File: config.mk
export PLATFORM = sky130hd
export DESIGN_NAME = gamepad_reader
export DESIGN_NICKNAME = d
export VERILOG_FILES = /design/src/rtl/contra_pkg.sv /design/src/rtl/sync2.sv /design/src/rtl/gamepad_reader.sv
export SDC_FILE = /design/constraint.sdc
export NUM_CORES = 1
export LEC_CHECK = 0
export ABC_AREA = 1
export CAP_MARGIN = 20
export CORE_ASPECT_RATIO = 2
export CORE_MARGIN = 10
export CORE_UTILIZATION = 40
export CTS_CLUSTER_DIAMETER = 120
export DETAILED_ROUTE_END_ITERATION = 8
export RECOVER_POWER = 25
export SYNTH_ARGS = -nofsm -noshare
export SYNTH_HDL_FRONTEND = slang
export SYNTH_HIERARCHICAL = 1
export SYNTH_SLANG_ARGS = --single-unit
File: constraint.sdc
create_clock -name isrc_clk -period 3 [get_ports isrc_clk]
set_clock_uncertainty 0.2 [all_clocks]
set_input_delay 0.3 -clock isrc_clk [delete_from_list [all_inputs] [get_ports isrc_clk]]
set_output_delay 0.3 -clock isrc_clk [all_outputs]
set_load 0.05 [all_outputs]
File: src/rtl/contra_pkg.sv
// -----------------------------------------------------------------------------
// contra_pkg
// Shared definitions for the pad reader and the destination-side game logic:
//   - button bit positions inside the 8-bit button word (1 = pressed)
//   - button-word width
//   - gamepad poller FSM state type
// -----------------------------------------------------------------------------
package contra_pkg;

    localparam int BTN_W      = 8;

    localparam int BTN_A      = 0;
    localparam int BTN_B      = 1;
    localparam int BTN_SELECT = 2;
    localparam int BTN_START  = 3;
    localparam int BTN_UP     = 4;
    localparam int BTN_DOWN   = 5;
    localparam int BTN_LEFT   = 6;
    localparam int BTN_RIGHT  = 7;

    typedef enum logic [2:0] {
        GP_IDLE,
        GP_LATCH,
        GP_READ_LO,
        GP_READ_HI,
        GP_DONE
    } gp_state_t;

endpackage

File: src/rtl/sync2.sv
// -----------------------------------------------------------------------------
// sync2
// Two-flop single-bit synchronizer. Resets to 1 so an idle (released,
// active-low) pad line reads as "nothing pressed" straight out of reset.
// Ports:
//   clk    in  1  destination clock
//   rst_n  in  1  asynchronous active-low reset
//   d      in  1  asynchronous input
//   q      out 1  synchronized output (2 cycles latency)
// -----------------------------------------------------------------------------
module sync2 (
    input  logic clk,
    input  logic rst_n,
    input  logic d,
    output logic q
);

    logic meta;

    // NOTE: async reset belongs in the sensitivity list; state updates use <=
    // so both flops sample the pre-edge values and form a true 2-stage chain.
    always_ff @(posedge clk or negedge rst_n) begin
        if (!rst_n) begin
            meta <= 1'b1;
            q    <= 1'b1;
        end else begin
            meta <= d;
            q    <= meta;
        end
    end

endmodule

File: src/rtl/gamepad_reader.sv
// -----------------------------------------------------------------------------
// gamepad_reader
// Periodically polls an 8-button NES-style shift-register pad and emits the
// button word to the downstream clock-crossing buffer whenever it changes
// (and unconditionally on the first poll after reset).
// Ports:
//   isrc_clk    in  1  source-domain clock
//   isrc_rst_n  in  1  asynchronous active-low reset
//   igp_data    in  1  pad serial data, asynchronous, active-low
//   ogp_latch   out 1  pad latch strobe, active-high
//   ogp_clk     out 1  pad shift clock, idles high
//   owr         out 1  one-cycle write strobe to the downstream buffer
//   odata       out 8  button word, 1 = pressed (bit order in contra_pkg)
// -----------------------------------------------------------------------------
module gamepad_reader
    import contra_pkg::*;
#(
    parameter int CLK_DIV     = 150,
    parameter int POLL_PERIOD = 416667
) (
    input  logic       isrc_clk,
    input  logic       isrc_rst_n,
    input  logic       igp_data,
    output logic       ogp_latch,
    output logic       ogp_clk,
    output logic       owr,
    output logic [7:0] odata
);

    localparam int HALF_W = $clog2(2 * CLK_DIV);
    localparam int POLL_W = $clog2(POLL_PERIOD);

    localparam logic [HALF_W-1:0] LATCH_LAST = HALF_W'(2 * CLK_DIV - 1);
    localparam logic [HALF_W-1:0] PHASE_LAST = HALF_W'(CLK_DIV - 1);
    localparam logic [POLL_W-1:0] POLL_LAST  = POLL_W'(POLL_PERIOD - 1);

    gp_state_t        state;
    logic [HALF_W-1:0] half_cnt;
    logic [POLL_W-1:0] poll_cnt;
    logic [2:0]        bit_idx;
    logic [BTN_W-1:0]  shift_word;
    logic              first_poll;
    logic              pad_sync;

    sync2 u_sync2 (
        .clk   (isrc_clk),
        .rst_n (isrc_rst_n),
        .d     (igp_data),
        .q     (pad_sync)
    );

    // Free-running poll timebase; a poll starts when it reads 0 in IDLE.
    always_ff @(posedge isrc_clk or negedge isrc_rst_n) begin
        if (!isrc_rst_n) begin
            poll_cnt <= '0;
        end else if (poll_cnt == POLL_LAST) begin
            poll_cnt <= '0;
        end else begin
            poll_cnt <= poll_cnt + 1'b1;
        end
    end

    always_ff @(posedge isrc_clk or negedge isrc_rst_n) begin
        if (!isrc_rst_n) begin
            state      <= GP_IDLE;
            half_cnt   <= '0;
            bit_idx    <= '0;
            shift_word <= '0;
            first_poll <= 1'b1;
            ogp_latch  <= 1'b0;
            ogp_clk    <= 1'b1;
            owr        <= 1'b0;
            odata      <= '0;
        end else begin
            owr <= 1'b0;
            case (state)
                GP_IDLE: begin
                    if (poll_cnt == '0) begin
                        state     <= GP_LATCH;
                        ogp_latch <= 1'b1;
                        half_cnt  <= '0;
                    end
                end
                GP_LATCH: begin
                    if (half_cnt == LATCH_LAST) begin
                        state     <= GP_READ_LO;
                        ogp_latch <= 1'b0;
                        ogp_clk   <= 1'b0;
                        half_cnt  <= '0;
                        bit_idx   <= '0;
                    end else begin
                        half_cnt <= half_cnt + 1'b1;
                    end
                end
                GP_READ_LO: begin
                    if (half_cnt == PHASE_LAST) begin
                        // Sample at the very end of the low phase so the pad
                        // output has settled through the synchronizer.
                        shift_word[bit_idx] <= ~pad_sync;
                        half_cnt            <= '0;
                        ogp_clk             <= 1'b1;
                        state               <= (bit_idx == 3'd7) ? GP_DONE : GP_READ_HI;
                    end else begin
                        half_cnt <= half_cnt + 1'b1;
                    end
                end
                GP_READ_HI: begin
                    if (half_cnt == PHASE_LAST) begin
                        half_cnt <= '0;
                        bit_idx  <= bit_idx + 1'b1;
                        ogp_clk  <= 1'b0;
                        state    <= GP_READ_LO;
                    end else begin
                        half_cnt <= half_cnt + 1'b1;
                    end
                end
                GP_DONE: begin
                    if (shift_word != odata || first_poll) begin
                        odata <= shift_word;
                        owr   <= 1'b1;
                    end
                    first_poll <= 1'b0;
                    state      <= GP_IDLE;
                end
                default: begin
                    state <= GP_IDLE;
                end
            endcase
        end
    end

endmodule

==> impl_metrics.env, run 1 <==
export IMPL_instance_count_after_placement_with_tap_cells_included=536
export IMPL_cts_sinks=56
export IMPL_synthesis_nets=440
export IMPL_wire_length_of_the_first_global_routing_pass_um=11380
export IMPL_synth_ff_type="sky130_fd_sc_hd__dfrtp_1"
export IMPL_grt_use_total_pct=11.83
export IMPL_yosysMostFrequentCell="sky130_fd_sc_hd__nand2_1"
export IMPL_ctsResizeCount=0
export IMPL_finalWorstPathRequiredPeriod_ps=2120
export IMPL_globalRoute_totalOverflow=0
export IMPL_cts_buffers_inserted=5
export IMPL_initial_core_util_pct=41.30
export IMPL_postCtsSetupRepairBufs=0
export IMPL_grt_max_degree=48
export IMPL_syn_area_um2=3139
export IMPL_rsz0062_at_grt="false"
export IMPL_hold_ws_ps=157.5
export IMPL_tritoncts="built"
export IMPL_worstPathCellList="clkdlybuf4s50_1"
export IMPL_timing_critical_path_slowest_stage_cell="sky130_fd_sc_hd__clkdlybuf4s50_1"
export IMPL_worst_setup_path_type="register to output pin"
export IMPL_dr_pass1_iters=4
export IMPL_worst_pin_slew_ps=952.2
export IMPL_timing_critical_path_max_delay_family="buffers and inverters"
export IMPL_critPathBufInv=1
export IMPL_vias_per_cell=4.866
export IMPL_layout_drive_gt1_share_pct=6.858
export IMPL_multiInputGateArea_um2=1439
export IMPL_power_density_nw_per_um2=387.4
export IMPL_postPlaceCellArea_um2=3377
export IMPL_port_buffer_count=13
export IMPL_timing_final_crit_share_pct=70.67
export IMPL_design_core_area_um2=7601
export IMPL_placement_rows=45
export IMPL_yosysWarnings=6
export IMPL_synthesis_instances=430
export IMPL_detailedPlacementHpwl_um=5207
export IMPL_final_cells=546
export IMPL_clock_path_buffers=2
export IMPL_achievable_frequency_mhz=471.7
export IMPL_cp_data_required_time_ps=2500
export IMPL_synth_lib_cells_used_distinct=30
export IMPL_total_leakage_power_uw=0.001764
export IMPL_fillers=807
export IMPL_final_setup_tns_ps=0
export IMPL_synth_enable_flop_cells=0
export IMPL_timing_hold_violations_final=0
export IMPL_clk_root_buffer_cell="sky130_fd_sc_hd__clkbuf_16"
export IMPL_worst_skew_pair_late_latency_ps=300
export IMPL_max_cap_viol_count=0
export IMPL_critical_path_max_stage_delay_ps=790
export IMPL_critical_path_startpoint_type="register"
export IMPL_synth_top_cell_by_area="sky130_fd_sc_hd__dfrtp_1"
export IMPL_final_core_utilization_pct=46.52
export IMPL_die_height_um=145.3
export IMPL_regArea_um2=1406
export IMPL_avgSynthCellArea_um2=7.301
export IMPL_min_delay_path_class="register to register"
export IMPL_route_detailed_wl_per_inst_um=12.32
export IMPL_place_gp_congestion=0.9039
export IMPL_fin_area_um2=3536
export IMPL_finish_net_count=461
export IMPL_drt_iter0_markers=117
export IMPL_synth_sequential_area_ratio_pct=44.80
export IMPL_drcViolationCount=0
export IMPL_critical_path_max_fanout=2
export IMPL_syn2layout_area_growth_pct=12.63
export IMPL_relSlewSlack_pct=36.52
export IMPL_die_area_um2=12010
export IMPL_report_final_slew_viol_count=0
export IMPL_drt_total_wl_um=6725
export IMPL_initial_antenna_violation_count=0
export IMPL_path_clk_slew_ps=70
export IMPL_timing_final_setup_violations=0
export IMPL_netlist_top_cells_area="sky130_fd_sc_hd__dfrtp_1 (41%), sky130_fd_sc_hd__nand2_1 (15%), sky130_fd_sc_hd__inv_1 (8.5%)"
export IMPL_vdd_ir_drop_worst_uv=211.9
export IMPL_n_antenna_cell=0
export IMPL_synth_async_reset_ratio_pct=100.0
export IMPL_number_of_flip_flops_and_latches_in_the_synthesized_netlist=56
export IMPL_status="finished, final reports clean"
export IMPL_htreeDepth=2
export IMPL_floorplan_io_pins=14
export IMPL_grt_pass1_vias=2491
export IMPL_ys_top_cells_by_count="sky130_fd_sc_hd__nand2_1 (125), sky130_fd_sc_hd__inv_1 (71), sky130_fd_sc_hd__dfrtp_1 (52), sky130_fd_sc_hd__nor2_1 (46), sky130_fd_sc_hd__nand3_1 (39)"
export IMPL_via_count=2657
export IMPL_synth_largest_type_area_fraction_pct=41.45
export IMPL_chipWidth_um=82.64
export IMPL_end_kind="output pin"
export IMPL_ant_nets=0
export IMPL_cp_arrival_ps=1620
==> registers in the layout, indices dropped and copies added, names as in the netlist <==
signal / count
shift_word: 8
u_sync2/meta: 1
odata: 8
state: 3
ogp_latch: 1
u_sync2/q: 1
owr: 1
poll_cnt: 19
bit_idx: 3
half_cnt: 9
first_poll: 1
ogp_clk: 1
==> layout by cell type (no fill, tap or decap), types with 2 or more instances in the layout <==
master,n
sky130_fd_sc_hd__nor2_2,4
sky130_fd_sc_hd__inv_1,71
sky130_fd_sc_hd__clkbuf_1,2
sky130_fd_sc_hd__dfrtp_1,52
sky130_fd_sc_hd__nand3_1,39
sky130_fd_sc_hd__o21ai_1,11
sky130_fd_sc_hd__xor2_1,11
sky130_fd_sc_hd__o21ai_0,12
sky130_fd_sc_hd__ha_1,7
sky130_fd_sc_hd__nand2_1,125
sky130_fd_sc_hd__xnor2_1,2
sky130_fd_sc_hd__clkinvlp_4,2
sky130_fd_sc_hd__inv_2,3
sky130_fd_sc_hd__a21oi_1,4
sky130_fd_sc_hd__nand4_1,9
sky130_fd_sc_hd__nand2_2,6
sky130_fd_sc_hd__dlygate4sd3_1,2
sky130_fd_sc_hd__dfstp_2,4
sky130_fd_sc_hd__clkdlybuf4s50_1,11
sky130_fd_sc_hd__nor3_1,10
sky130_fd_sc_hd__clkbuf_16,5
sky130_fd_sc_hd__nor2_4,2
sky130_fd_sc_hd__nor2_1,46
==> worst paths after layout <==
kind	slack, ps	start	endpoint	depth (start not counted)
worst max-delay path	880	ogp_clk	ogp_clk	1
worst min-delay path	160	u_sync2/meta	u_sync2/q	0
worst max register to register	1210	half_cnt[0]	state[2]	9
worst min register to register	160	u_sync2/meta	u_sync2/q	0
max in group asynchronous	1000	isrc_rst_n	state[1]	3
min in group asynchronous	280	isrc_rst_n	odata[3]	2
==> kinds of logic (layout without fill, tap and decap cells) <==
kind of cell	Yosys count	count (layout)	share of synthesized area, %
fa+ha+maj	7	7	2.790
simple gates	245	245	33.80
mux	1	1	0.3587
xor+xnor	13	13	3.627
buf+inv	77	99	9.366
compound gates	31	31	5.261
flops	56	56	44.80
==> area by class of cell <==
type	instances	area share (%)
Multi-Input combinational cell	297	40.69
Sequential cell	56	39.77
Inverter	75	7.962
Timing Repair Buffer	16	4.034
Clock buffer	5	3.539
Tap cell	94	3.326
Clock inverter	3	0.6723
==> per-layer routing <==
metal / share of wire, % / global-route usage [%]
met1: 37 / 11.92
met5: 0 / 0
met4: 3.7 / 5.976
met3: 2.8 / 1.916
met2: 57 / 21.59
==> repair_timing <==
action | 4_1_cts | 5_1_grt
setup endpoints to repair | 0 | 0
endpoints found under the hold margin | 0 | 18
hold buffers | 0 | 1
==> through the flow <==
| stage | power [µW] | worst slack, ps |
|---|---|---|
| final | 1370 | 879.9 |
| after global routing | 1427 | 646.7 |
| after CTS | 1401 | 858.4 |
| after detailed placement | 792.3 | 1190 |
| after global placement | 792.0 | 1199 |
| after floorplan | 773.0 | 1344 |
==> where the power goes <==
part           switching, µW  total, µW  internal (µW)
sequential              1.67        759            757
combinational           15.2       17.8           2.65
clock                    282        593            311
No activity file was read; power rests on OpenSTA's default activity.
==> inputs of run 2 (changes only) <==
==> constraint.sdc (replaced) <==
create_clock -name isrc_clk -period 2.11 [get_ports isrc_clk]
set_clock_uncertainty 0.2 [all_clocks]
set_input_delay 0.211 -clock isrc_clk [delete_from_list [all_inputs] [get_ports isrc_clk]]
set_output_delay 0.211 -clock isrc_clk [all_outputs]
set_load 0.05 [all_outputs]
==> run 2 against run 1 <==
Net effect:
- clock power increased by 59%
- sequential cell count stayed put
- cell area rose by 1.1%
- global-route usage up 0.16 points
- clock-buffer cell count unchanged
- largest cell class unchanged
- combinational power rose by 58%
- cell count unchanged
- utilization rose by 0.49 points
- sequential share of layout area decreased by 0.42 points
==> impl_metrics.env, run 2 (same netlist as run 1, synthesis figures left out) <==
export IMPL_cts_hold_repair_buffers=1
export IMPL_timing_final_setup_violations=0
export IMPL_power_density_nw_per_um2=572.9
export IMPL_cts_sinks=56
export IMPL_placement_rows=45
export IMPL_instance_count_after_placement_with_tap_cells_included=537
export IMPL_fillers=768
export IMPL_grt_max_degree=37
export IMPL_floorplan_io_pins=14
export IMPL_n_antenna_cell=0
export IMPL_layout_commonest_cell="sky130_fd_sc_hd__nand2_1"
export IMPL_worstPathCellList="clkdlybuf4s50_1"
export IMPL_clk_root_buffer_cell="sky130_fd_sc_hd__clkbuf_16"
export IMPL_grt_pass1_vias=2626
export IMPL_finalWorstPathRequiredPeriod_ps=2034
export IMPL_worst_setup_path_startpoint="ogp_clk"
export IMPL_finish_net_count=461
export IMPL_syn2layout_area_growth_pct=13.83
export IMPL_drt_total_wl_um=6849
export IMPL_path_clk_slew_ps=70
export IMPL_relSlewSlack_pct=19.87
export IMPL_worstReg2RegStart="half_cnt[0]"
export IMPL_wire_length_of_the_first_global_routing_pass_um=11480
export IMPL_ant_nets=0
export IMPL_layout_drive_gt1_share_pct=7.080
export IMPL_grt_use_total_pct=11.99
export IMPL_ctsResizeCount=0
export IMPL_final_setup_tns_ps=0
export IMPL_cp_arrival_ps=1620
export IMPL_via_count=2655
export IMPL_timing_critical_path_max_delay_family="buffers and inverters"
export IMPL_multiInputGateArea_um2=1439
export IMPL_initial_antenna_violation_count=0
export IMPL_critPathBufInv=1
export IMPL_hold_ws_ps=153.8
export IMPL_vdd_ir_drop_worst_uv=437.9
export IMPL_worst_skew_pair_late_latency_ps=290
export IMPL_drcViolationCount=0
export IMPL_min_delay_path_class="register to register"
export IMPL_status="finished, final reports clean"
export IMPL_critical_path_startpoint_type="register"
export IMPL_timing_final_crit_share_pct=96.41
export IMPL_die_area_um2=12010
export IMPL_dr_pass1_iters=4
export IMPL_globalRoute_totalOverflow=0
export IMPL_critical_path_max_stage_delay_ps=800
export IMPL_end_kind="output pin"
export IMPL_largestRegisters="poll_cnt (19), half_cnt (9)"
export IMPL_vias_per_cell=4.863
export IMPL_drt_iter0_markers=107
export IMPL_port_buffer_count=13
export IMPL_commonest_non_fill_non_tap_cells_in_the_layout="sky130_fd_sc_hd__nand2_1 (125), sky130_fd_sc_hd__inv_1 (71), sky130_fd_sc_hd__dfrtp_1 (52)"
export IMPL_clock_path_buffers=2
export IMPL_timing_hold_violations_final=0
export IMPL_timing_critical_path_slowest_stage_cell="sky130_fd_sc_hd__clkdlybuf4s50_1"
export IMPL_place_gp_congestion=0.9118
export IMPL_achievable_frequency_mhz=491.6
export IMPL_final_cells=546
export IMPL_report_final_slew_viol_count=0
export IMPL_max_cap_viol_count=0
export IMPL_cts_buffers_inserted=5
export IMPL_postCtsSetupRepairBufs=0
export IMPL_htreeDepth=2
export IMPL_worst_pin_slew_ps=1202
export IMPL_final_critical_path_setup_slack_ps=75.83
export IMPL_post_place_ws_ps=320.3
export IMPL_rsz0062_at_grt="false"
export IMPL_tritoncts="built"
export IMPL_regArea_um2=1406
export IMPL_regMostFlops="poll_cnt"
export IMPL_initial_core_util_pct=41.30
export IMPL_total_leakage_power_uw=0.001787
export IMPL_cp_data_required_time_ps=1700
export IMPL_worst_setup_path_type="register to output pin"
export IMPL_detailedPlacementHpwl_um=5386
export IMPL_die_height_um=145.3
export IMPL_holdCritStartpoint="u_sync2/meta"
export IMPL_design_core_area_um2=7601
export IMPL_chipWidth_um=82.64
export IMPL_largest_register_ffs=19
export IMPL_route_detailed_wl_per_inst_um=12.54
export IMPL_critical_path_max_fanout=2
[run 2: area by class of cell]
cell class	count	share of cell area [%]
clock buffers	5	3.501
clock inverters	3	1.190
inverters	75	7.878
multi-input cells	297	40.27
flip-flops and latches	56	39.36
well taps	94	3.291
repair buffers	16	4.517
[run 2: report_power, final]
part | internal, µW | total [µW] | switching, µW
clock | 558 | 940 | 382
combinational | 6.65 | 28.2 | 21.6
sequential | 1080 | 1080 | 2.53
total | 1640 | 2050 | 406
[run 2: path summary, 6_finish.rpt]
kind / to / cells after the start / slack (ps)
setup reg to reg: ogp_clk / 8 / 320
setup / recovery: ogp_clk / 1 / 80
hold / removal: u_sync2/q / 0 / 150
hold reg to reg: u_sync2/q / 0 / 150
max in group asynchronous: ogp_clk / 3 / 390
min in group asynchronous: odata[3] / 2 / 480
[run 2: per-stage QoR]
stage,util (%),total power [µW],instance area [µm²]
2_1_floorplan,-,1099,3139
3_3_place_gp,44.69,1129,3397
3_5_place_dp,44.69,1129,3397
4_1_cts,47.03,2077,3575
5_1_grt,47.01,2121,3573
6_report,47.01,2047,3573
[run 2: per-layer routing]
layer / routed length, µm / share of wire, % / GRT usage, % / vias up
li1: - / - / - / 1384
met1: 2536 / 37 / 11.04 / 1215
met2: 3858 / 56 / 22.68 / 34
met3: 189 / 2.8 / 2.101 / 22
met4: 263 / 3.8 / 6.481 / 0
met5: 0 / 0 / 0 / -
==> inputs of run 3 (changes only) <==
--- a/config.mk
+++ b/config.mk
@@ -9,9 +9,10 @@
 export CAP_MARGIN = 20
 export CORE_ASPECT_RATIO = 2
 export CORE_MARGIN = 10
-export CORE_UTILIZATION = 40
+export CORE_UTILIZATION = 55
 export CTS_CLUSTER_DIAMETER = 120
 export DETAILED_ROUTE_END_ITERATION = 8
+export PLACE_DENSITY = 0.73
 export RECOVER_POWER = 25
 export SYNTH_ARGS = -nofsm -noshare
 export SYNTH_HDL_FRONTEND = slang
==> run 3 against run 2 <==
Net effect:
- utilization is 16 points higher
- wire length is 1.2% lower
- die area is 22% lower
- first-iteration DRC count is 25% lower
- global-route usage is 3.6 points higher
- cell area is 2.9% lower
- total power is 9.9% lower
==> impl_metrics.env, run 3 (same netlist as run 1, synthesis figures left out) <==
export IMPL_relSlewSlack_pct=9.385
export IMPL_drt_iter0_markers=80
export IMPL_dr_pass1_iters=4
export IMPL_n_antenna_cell=0
export IMPL_worst_pin_slew_ps=1359
export IMPL_ant_nets=0
export IMPL_grt_use_total_pct=15.61
export IMPL_commonest_non_fill_non_tap_cells_in_the_layout="sky130_fd_sc_hd__nand2_1 (125), sky130_fd_sc_hd__inv_1 (71), sky130_fd_sc_hd__dfrtp_1 (52)"
export IMPL_drt_total_wl_um=6769
export IMPL_rsz0062_at_grt="false"
export IMPL_grt_max_degree=57
export IMPL_instance_count_after_placement_with_tap_cells_included=503
export IMPL_multiInputGateArea_um2=1439
export IMPL_final_critical_path_setup_slack_ps=50.67
export IMPL_die_area_um2=9313
export IMPL_timing_critical_path_slowest_stage_cell="sky130_fd_sc_hd__clkdlybuf4s50_1"
export IMPL_clk_root_buffer_cell="sky130_fd_sc_hd__clkbuf_8"
export IMPL_total_leakage_power_uw=0.001766
export IMPL_layout_commonest_cell="sky130_fd_sc_hd__nand2_1"
export IMPL_timing_reg2reg_worst_path_depth=5
export IMPL_timing_final_setup_violations=0
export IMPL_critical_path_startpoint_type="register"
export IMPL_report_final_slew_viol_count=0
export IMPL_finalWorstPathRequiredPeriod_ps=2059
export IMPL_grt_pass1_vias=2746
export IMPL_postCtsSetupRepairBufs=0
export IMPL_initial_core_util_pct=57.41
export IMPL_critPathBufInv=1
export IMPL_die_height_um=126.8
export IMPL_port_buffer_count=13
export IMPL_cp_arrival_ps=1650
export IMPL_worstPathCellList="clkdlybuf4s50_1"
export IMPL_final_setup_tns_ps=0
export IMPL_max_cap_viol_count=0
export IMPL_layout_drive_gt1_share_pct=7.301
export IMPL_achievable_frequency_mhz=485.6
export IMPL_critical_path_max_fanout=2
export IMPL_timing_hold_violations_final=0
export IMPL_worst_path_stages=1
export IMPL_worst_setup_path_type="register to output pin"
export IMPL_regArea_um2=1406
export IMPL_power_density_nw_per_um2=531.2
export IMPL_cp_data_required_time_ps=1700
export IMPL_htreeDepth=2
export IMPL_post_place_ws_ps=340.6
export IMPL_largestRegisters="poll_cnt (19), half_cnt (9)"
export IMPL_regMostFlops="poll_cnt"
export IMPL_wire_length_of_the_first_global_routing_pass_um=11780
export IMPL_total_power_uw=1844
export IMPL_vdd_ir_drop_worst_uv=815.9
export IMPL_chipWidth_um=73.42
export IMPL_holdPathStages=0
export IMPL_status="finished, final reports clean"
export IMPL_critical_path_max_stage_delay_ps=790
export IMPL_end_kind="output pin"
export IMPL_vias_per_cell=5.230
export IMPL_drcViolationCount=0
export IMPL_globalRoute_totalOverflow=0
export IMPL_fin_area_um2=3471
export IMPL_floorplan_io_pins=14
export IMPL_fillers=540
export IMPL_route_detailed_wl_per_inst_um=13.22
export IMPL_placement_rows=38
export IMPL_place_gp_congestion=0.8800
export IMPL_postPlaceCellArea_um2=3354
export IMPL_clock_path_buffers=2
export IMPL_initial_antenna_violation_count=0
export IMPL_syn2layout_area_growth_pct=10.56
export IMPL_design_core_area_um2=5468
export IMPL_final_cells=512
export IMPL_timing_critical_path_max_delay_family="buffers and inverters"
export IMPL_min_delay_path_class="register to register"
export IMPL_timing_final_crit_share_pct=97.60
export IMPL_worst_skew_pair_late_latency_ps=320
export IMPL_detailedPlacementHpwl_um=5326
export IMPL_finish_net_count=461
export IMPL_via_count=2678
export IMPL_path_clk_slew_ps=100
export IMPL_tritoncts="built"
export IMPL_cts_sinks=56
export IMPL_largest_register_ffs=19
export IMPL_cts_buffers_inserted=5
==> run 3: cell count changes in the layout (fill, tap and decap cells not counted) <==
cell                         delta
sky130_fd_sc_hd__clkinv_2       -1
sky130_fd_sc_hd__clkinvlp_4     -1
sky130_fd_sc_hd__clkbuf_1       -1
sky130_fd_sc_hd__clkinv_4       +1
sky130_fd_sc_hd__clkbuf_16      -5
sky130_fd_sc_hd__buf_12         -1
sky130_fd_sc_hd__buf_2          +1
sky130_fd_sc_hd__clkbuf_2       +1
sky130_fd_sc_hd__clkbuf_8       +6
==> run 3: stage by stage <==
| step | hold WS [ps] | utilization (%) |
|---|---|---|
| 3_3_place_gp | 33.47 | 61.35 |
| 4_1_cts | 89.54 | 63.75 |
| 6_report | 161.1 | 63.48 |
| 2_1_floorplan | -284.6 | - |
| 3_5_place_dp | 36.74 | 61.35 |
| 5_1_grt | 165.3 | 63.48 |
==> run 3: path summary, 6_finish.rpt <==
check	end	slack (ps)	from
max in group asynchronous	poll_cnt[9]	270	isrc_rst_n
worst max-delay path	ogp_clk	50	ogp_clk
worst min register to register	u_sync2/q	160	u_sync2/meta
worst min-delay path	u_sync2/q	160	u_sync2/meta
min in group asynchronous	odata[3]	600	isrc_rst_n
worst max register to register	poll_cnt[11]	350	poll_cnt[3]
==> run 3: timing repair <==
item	in CTS	in global routing
setup endpoints to repair	0	0
hold endpoints to repair	56	0
hold buffers	1	0
resized for setup	0	0
==> run 3: report_power, final <==
part | switching, µW | internal (µW) | leakage [µW] | total, µW
registers | 2.49 | 1080 | 0.000734 | 1080
logic | 20.4 | 3.62 | 0.000971 | 24.0
clock network | 352 | 388 | 0.0000614 | 741
total | 375 | 1470 | 0.00177 | 1840
==> run 3: cell type report <==
| cell class | instances | area share, % |
|---|---|---|
| clock buffers | 6 | 2.379 |
| clock inverters | 2 | 1.118 |
| inverters | 75 | 8.111 |
| multi-input cells | 297 | 41.46 |
| flip-flops and latches | 56 | 40.52 |
| well taps | 60 | 2.163 |
| repair buffers | 16 | 4.254 |
==> run 3: per-layer routing <==
metal / GRT usage, % / up-vias / part of all wire (%)
li1: - / 1373 / -
met1: 14.27 / 1220 / 35
met2: 28.42 / 53 / 54
met3: 3.279 / 32 / 3.6
met4: 11.25 / 0 / 6.9
met5: 0 / - / 0
